===== src/rtl/button_bit_entry_if.sv =====
// rtl/button_bit_entry_if.sv - button entry signal bundle; history field present with BIT_ENTRY_HISTORY_EN.
interface button_bit_entry_if;
  logic       btn_one;
  logic       btn_zero;
  logic       bit_valid;
  logic       bit_val;
  logic       busy;
`ifdef BIT_ENTRY_HISTORY_EN
  logic [3:0] history;

  modport master (output btn_one, output btn_zero,
                  input bit_valid, input bit_val, input busy, input history);
  modport slave  (input btn_one, input btn_zero,
                  output bit_valid, output bit_val, output busy, output history);
`else
  modport master (output btn_one, output btn_zero,
                  input bit_valid, input bit_val, input busy);
  modport slave  (input btn_one, input btn_zero,
                  output bit_valid, output bit_val, output busy);
`endif
endinterface


===== src/rtl/button_bit_entry.sv =====
// rtl/button_bit_entry.sv - two-button synchronize/debounce/arbitrate into one bit strobe per press.
// Optional 4-bit entry history register compiled in with BIT_ENTRY_HISTORY_EN.
module button_bit_entry #(
  parameter int DEBOUNCE_CYCLES = 1000000,
  parameter int CNT_W           = 20
) (
  input  logic              clk,
  input  logic              rst,
  button_bit_entry_if.slave bus
);
  localparam logic [1:0] S_IDLE     = 2'd0;
  localparam logic [1:0] S_EMIT     = 2'd1;
  localparam logic [1:0] S_WAIT_REL = 2'd2;

  localparam logic [CNT_W-1:0] CNT_LAST = CNT_W'(DEBOUNCE_CYCLES - 1);
  localparam logic [CNT_W-1:0] CNT_ONE  = CNT_W'(1);

  // Bit 1 carries the "one" button, bit 0 the "zero" button.
  logic [1:0]       r_sync1;
  logic [1:0]       r_sync2;
  logic [1:0]       r_db;
  logic [CNT_W-1:0] r_cnt [2];

  logic [1:0] r_state;
  logic [1:0] w_next;
  logic       w_next_val;
  logic       r_bit_valid;
  logic       r_bit_val;
  logic       r_busy;

  always_ff @(posedge clk or negedge rst) begin
    if (!rst) begin
      r_sync1 <= 2'b00;
      r_sync2 <= 2'b00;
      r_db    <= 2'b00;
      for (int i = 0; i < 2; i++) r_cnt[i] <= '0;
    end else begin
      r_sync1 <= {bus.btn_one, bus.btn_zero};
      r_sync2 <= r_sync1;
      for (int i = 0; i < 2; i++) begin
        if (r_sync2[i] != r_db[i]) begin
          if (r_cnt[i] == CNT_LAST) begin
            r_db[i]  <= r_sync2[i];
            r_cnt[i] <= '0;
          end else begin
            r_cnt[i] <= r_cnt[i] + CNT_ONE;
          end
        end else begin
          r_cnt[i] <= '0;
        end
      end
    end
  end

  always_comb begin
    w_next     = r_state;
    w_next_val = r_bit_val;
    case (r_state)
      S_IDLE: begin
        if (r_db[1] && r_db[0]) begin
          w_next = S_WAIT_REL;
        end else if (r_db[1] || r_db[0]) begin
          w_next     = S_EMIT;
          w_next_val = r_db[1];
        end
      end
      S_EMIT:     w_next = S_WAIT_REL;
      S_WAIT_REL: if (r_db == 2'b00) w_next = S_IDLE;
      default:    w_next = S_IDLE;
    endcase
  end

  // Outputs decode the next state so they line up with the state register.
  always_ff @(posedge clk or negedge rst) begin
    if (!rst) begin
      r_state     <= S_IDLE;
      r_bit_valid <= 1'b0;
      r_bit_val   <= 1'b0;
      r_busy      <= 1'b0;
    end else begin
      r_state     <= w_next;
      r_bit_valid <= (w_next == S_EMIT);
      r_bit_val   <= w_next_val;
      r_busy      <= (w_next != S_IDLE);
    end
  end

  assign bus.bit_valid = r_bit_valid;
  assign bus.bit_val   = r_bit_val;
  assign bus.busy      = r_busy;

`ifdef BIT_ENTRY_HISTORY_EN
  logic [3:0] r_history;

  always_ff @(posedge clk or negedge rst) begin
    if (!rst) begin
      r_history <= 4'b0000;
    end else if (w_next == S_EMIT) begin
      r_history <= {r_history[2:0], w_next_val};
    end
  end

  assign bus.history = r_history;
`endif
endmodule


===== src/flat_wrapper.sv =====
// flat-port wrapper written by rule: the top's interface ports become plain ports
module button_bit_entry_flat 
#(
  parameter int DEBOUNCE_CYCLES = 1000000,
  parameter int CNT_W           = 20
)
  (clk, rst, bus_btn_one, bus_btn_zero, bus_bit_valid, bus_bit_val, bus_busy);
  button_bit_entry_if bus_i ();
  input  logic clk;
  input  logic rst;
  input wire logic [$bits(bus_i.btn_one)-1:0] bus_btn_one;
  input wire logic [$bits(bus_i.btn_zero)-1:0] bus_btn_zero;
  output wire logic [$bits(bus_i.bit_valid)-1:0] bus_bit_valid;
  output wire logic [$bits(bus_i.bit_val)-1:0] bus_bit_val;
  output wire logic [$bits(bus_i.busy)-1:0] bus_busy;
  assign bus_i.btn_one = bus_btn_one;
  assign bus_i.btn_zero = bus_btn_zero;
  assign bus_bit_valid = bus_i.bit_valid;
  assign bus_bit_val = bus_i.bit_val;
  assign bus_busy = bus_i.busy;
  button_bit_entry #(.DEBOUNCE_CYCLES(DEBOUNCE_CYCLES), .CNT_W(CNT_W)) u_core (.clk(clk), .rst(rst), .bus(bus_i));
endmodule

===== config.mk =====
export PLATFORM = sky130hd
export DESIGN_NAME = button_bit_entry_flat
export DESIGN_NICKNAME = d
export VERILOG_FILES = /design/src/rtl/button_bit_entry_if.sv /design/src/rtl/button_bit_entry.sv /design/src/flat_wrapper.sv
export SDC_FILE = /design/constraint.sdc
export NUM_CORES = 1
export LEC_CHECK = 0
export ABC_AREA = 1
export ABC_CLOCK_PERIOD_IN_PS = 1400
export CORE_AREA = 2 2 63 88
export DETAILED_ROUTE_END_ITERATION = 12
export DIE_AREA = 0 0 65 90
export MAX_ROUTING_LAYER = met4
export PLACE_DENSITY = 0.73
export REMOVE_ABC_BUFFERS = 1
export SYNTH_ARGS = -nofsm -noshare
export SYNTH_HDL_FRONTEND = slang
export SYNTH_SLANG_ARGS = --single-unit

===== constraint.sdc =====
create_clock -name clk -period 1.4 [get_ports clk]
set_input_delay 0.21 -clock clk [delete_from_list [all_inputs] [get_ports clk]]
set_output_delay 0.21 -clock clk [all_outputs]
set_load 0.02 [all_outputs]

---- Word level (Yosys, flattened, before mapping) ----
Cells that the tools add are included.
cells by class
  add/sub/neg operators ................... 2
  equal/unequal tests ..................... 7
  muxes and demuxes ....................... 8
  bitwise gates (word level) .............. 1
  reduce and logical (&&, ||, !) cells .... 8
operators with widths
  operator                 count
  $mux W20                 4
  $add A20 B1 Y20 const B  2
  $eq A20 B20 Y1 const B   2
  $mux W2                  3
  $pmux W2 S3              1
  $eq A2 B1 Y1 const B     2
  $logic_not A2 Y1         2
  $reduce_and A2 Y1        2
  $reduce_and A3 Y1        1
  $eq A2 B2 Y1 const B     1
  $ne A1 B1 Y1             2
  $reduce_bool A2 Y1       1
  $logic_and A1 B1 Y1      1
  $logic_or A1 B1 Y1       1
  $not A1 Y1               1
word-level totals
  bits in registers ....................... 51
  bits of input ports ..................... 4
  output and inout port bits .............. 3
  word-level logic and storage cells ...... 36

---- Longest topological paths before layout ----
Gate-level depths: netlist of run 1.
  word-level depth ........................ 5
  depth in mapped cells ................... 9

---- Worst setup path after synthesis of run 1 ----
Ideal clock, no wire load.
  path kind ............................... register to register
  from .................................... register u_core.r_cnt[0] in the netlist's numbering
  to ...................................... register u_core.r_db[1]
  library setup time ...................... 0.119 ns
  data arrival time ....................... 1.159 ns
  path slack .............................. 0.122 ns
  stages on the path, launching flop included .. 6
  cell sequence ........................... dfrtp_1 ha_1 nand3_1 nor2_4 nand3_4 o21a_1
on the way
  longest elaborated chain between the ends .. 2
ends and longest elaborated chain
  item                                RTL line                source
  start: declaration                  button_bit_entry.sv:22  logic [CNT_W-1:0] r_cnt [2];
  start signal: indexed assignment    button_bit_entry.sv:46  r_cnt[i] <= r_cnt[i] + CNT_ONE;
  $eq A20 B20 Y1                      button_bit_entry.sv:42  if (r_cnt[i] == CNT_LAST) begin
  $reduce_and A2 Y1 (no source line)  -
  end signal: indexed assignment      button_bit_entry.sv:43  r_db[i] <= r_sync2[i];
  end: declaration                    button_bit_entry.sv:21  logic [1:0] r_db;
Every way passes these cells.
A chain may end at the register's enable or synchronous reset.

---- Worst setup path after layout of run 1 ----
  from .................................... register u_core.r_cnt[21] in the netlist's numbering
  to ...................................... register u_core.r_cnt[35] in the netlist's numbering
on the way
  longest elaborated chain between the ends .. 3
  elaborated cells on any way between the ends .. 4
ends and longest elaborated chain
  item                                               RTL line                                        source
  $add A20 B1 Y20 or $eq A20 B20 Y1 (tied branches)  button_bit_entry.sv:46, button_bit_entry.sv:42
  $mux W20 (*)                                       button_bit_entry.sv:42
  $mux W20 (*)                                       button_bit_entry.sv:41                          if (r_sync2[i] != r_db[i]) begin
Mark *: on every way between the ends. The rest lies on a longest branch, timed or not.

==> impl_metrics.csv, run 1 <==
group,metric,value,unit
power_and_ir_drop,finalPower,0.00267,W
logic_synthesis,synth_area_leaders,"dfrtp_1, nor2_1, nand2_1, nand3_1, inv_1",
grt,grt_pass1_vias,2070,
floorplan,dieArea,0.00585,sq mm
layout,n_antenna_cell,0,
placed_design,placed_area,0.00290,sq mm
floorplan,start_util,53.1,%
floorplan,core_area,0.00508,sq mm
timing,fin_crit_sh,96.8,%
layout,fillCellCount,428,
placed_design,place_hpwl,4.07,mm
timing,worst_slew_pin_slew,462,ps
floorplan,rows,31,
worst_setup_path,path_class,"register to register",
route,drtIter0Drc,158,
layout,area_growth,17.2,%
worst_setup_path,cp.required,1640,ps
logic_synthesis,synth_edf_count,0,
grt,antenna_found_initial,0,
cts,cts_buffers,5,
timing,slew_headroom,69.2,%
logic_synthesis,synthFlopType,"dfrtp_1",
cts,root_buffer,"clkbuf_8",
layout,design_area,0.00316,sq mm
grt,grt_max_degree,20,
worst_setup_path,r2r_cells,9,
logic_synthesis,synth_top_area_cell,"dfrtp_1",
logic_synthesis,synth_cell_type_count,28,
grt,grt_pass1_wl,9.06,mm
timing,period_needed,1360,ps
logic_synthesis,synth.top_cell.area_share,47.3,%
layout,nets,363,
floorplan,chipHeight,90,microns
route,wire_per_inst,12.6,microns
logic_synthesis,synthArstFlopShare,100,%
route,drcViolationCount,0,
route,drtPass1Iterations,4,
outcome,outcome,"finished, final reports clean",
power_and_ir_drop,leakage,1.33,nW
timing,fin_skew,6.35,ps
cts,cts_sinks,51,
timing,finalSetupTns,0,ps
cts,htree_levels,2,
floorplan,die_w,65,microns
route,ant_nets,0,
grt,overflow,0,
hold_path,hold_path_depth,1,
timing,rsz0062_at_grt,"true",
route,finalWirelength,5.36,mm
route,via_count,2159,
worst_setup_path,crit_fanout,4,
hold_path,min-delay-path-class,"input pin to register",
route,via_per_inst,5.09,
floorplan,io_pins,7,
worst_setup_path,arrival,1590,ps
cts,cts_tree,"built",
worst_setup_path,crit_path_end_kind,"register",
logic_synthesis,syn_inst,335,
timing,drv_slew,0,
logic_synthesis,syn_area,0.00270,sq mm
placed_design,routabilityCongestion,0.962,
worst_setup_path,startpoint_type,"register",
cts,cts_max_path_buffers,2,
logic_synthesis,synth_area_per_cell,8.05,sq um
run,drv_cap,0,
timing,finalSetupViolCount,0,
layout,mostFrequentLayoutCell,"nor2_1",
power_and_ir_drop,peakVddDrop,0.699,mV
logic_synthesis,ys_warn_count,0,
cts,clkSlewWorstSetupHoldPaths,90,ps
placed_design,io_buffers,6,
cts,insertion_delay,300,ps
timing,hold_viol,0,
power_and_ir_drop,p_per_area,843,mW/mm^2
layout,mostFrequentLayoutCells,"nor2_1, nand2_1, dfrtp_1",
layout,layout-drive-gt1-share,20.7,%
logic_synthesis,synth-seq-cells,51,
logic_synthesis,ys_seq_area_share,47.3,%
grt,grt_util_all_layers,20.5,%
timing,fmax,738,MHz
## cells by family (layout without fill, tap and decap cells)
group / after synthesis / after routing / synth area share (%)
AND/OR/NAND/NOR: 210 / 210 / 36.5
flip-flops: 51 / 51 / 47.3
XOR/XNOR: 22 / 22 / 7.42
adder cells (fa/ha/maj): 2 / 2 / 0.928
AO/OA/AOI/OAI: 14 / 14 / 2.83
buffers and inverters: 36 / 59 / 5.01
## what timing repair did
action / CTS / global route
buffers inserted: 0 / 3
hold buffers: 1 / 0
hold endpoints to repair: 15 / 0
endpoints found under the setup margin: 14 / 30
pin swaps: 0 / 5
gates resized for setup: 6 / 30
## state kept, by name, summed over array words and instances (netlist names)
register and cells:
u_core.bus.bit_val 1, u_core.bus.bit_valid 1, u_core.bus.busy 1, u_core.r_cnt 40
u_core.r_db 2, u_core.r_state 2, u_core.r_sync1 2, u_core.r_sync2 2
## metrics by stage
step	utilization (%)	worst slack, ps	hold WS, ps	instances
after floorplan	-	-62.1	-85.6	334
after global placement	57.1	32.6	183	412
after detailed placement	57.1	-0.683	182	412
after CTS	59.7	1.65	331	421
after global routing	62.2	-33.7	312	424
final	62.2	44.8	340	424
## worst max-delay path, cell delays in order, from the launching register on
cell,delay (ps)
dfrtp_1,410
buf_4,130
nand2_2,60
nor2_4,150
nand2_2,120
nor2_4,140
nand2_1,80
nand2_1,70
nand2_1,60
nor2_1,70
## where the power goes
group	internal (W)	leakage (nW)	switching (W)
logic	0.0000603	0.578	0.0000784
clock network	0.000532	0.0581	0.000482
registers	0.00149	0.690	0.0000209
total	0.00208	1.33	0.000581
## synthesized netlist by cell type (all sizes together) (2+ instances only)
cell type and number:
a21oi 2, dfrtp 51, ha 2, inv 35, nand2 65, nand3 36, nand4 4, nor2 98
nor3 4, nor3b 2, o21ai 10, xnor2 10, xor2 12
## layout make-up
| type | count | area [sq um] | share of cell area [%] |
|---|---|---|---|
| timing repair buffer | 16 | 154 | 4.87 |
| inverter | 35 | 131 | 4.16 |
| multi-input combinational | 248 | 1400 | 44.2 |
| clock buffer | 5 | 68.8 | 2.18 |
| sequential | 51 | 1280 | 40.6 |
| tap | 66 | 82.6 | 2.61 |
| clock inverter | 3 | 43.8 | 1.39 |
## metal layers
metal | track usage, % | routed length (microns)
met1 | 22.7 | 2170
met2 | 36.1 | 3020
met3 | 3.88 | 111
met4 | 7.27 | 58
met5 | - | 0
## path summary, 6_finish.rpt
path | start | to | slack, ps
worst min register to register | u_core.r_sync1[1] | u_core.r_sync2[1] | 360
worst max-delay path | u_core.r_cnt[21] | u_core.r_cnt[35] | 40
worst max register to register | u_core.r_cnt[21] | u_core.r_cnt[35] | 40
worst min-delay path | bus_btn_zero | u_core.r_sync1[0] | 340
max in group asynchronous | rst | u_core.r_cnt[11] | 550
min in group asynchronous | rst | u_core.r_cnt[35] | 380
Note: power is estimated with default switching activity, not from simulation.
==> run 2, diff against run 1 <==
--- a/config.mk
+++ b/config.mk
@@ -8,6 +8,7 @@
 export ABC_AREA = 1
 export ABC_CLOCK_PERIOD_IN_PS = 1400
 export CORE_AREA = 2 2 63 88
+export CTS_CLUSTER_SIZE = 10
 export DETAILED_ROUTE_END_ITERATION = 12
 export DIE_AREA = 0 0 65 90
 export MAX_ROUTING_LAYER = met4
==> results of run 2 <==
Final layout, timing and power as in run 1 (identical DEF).
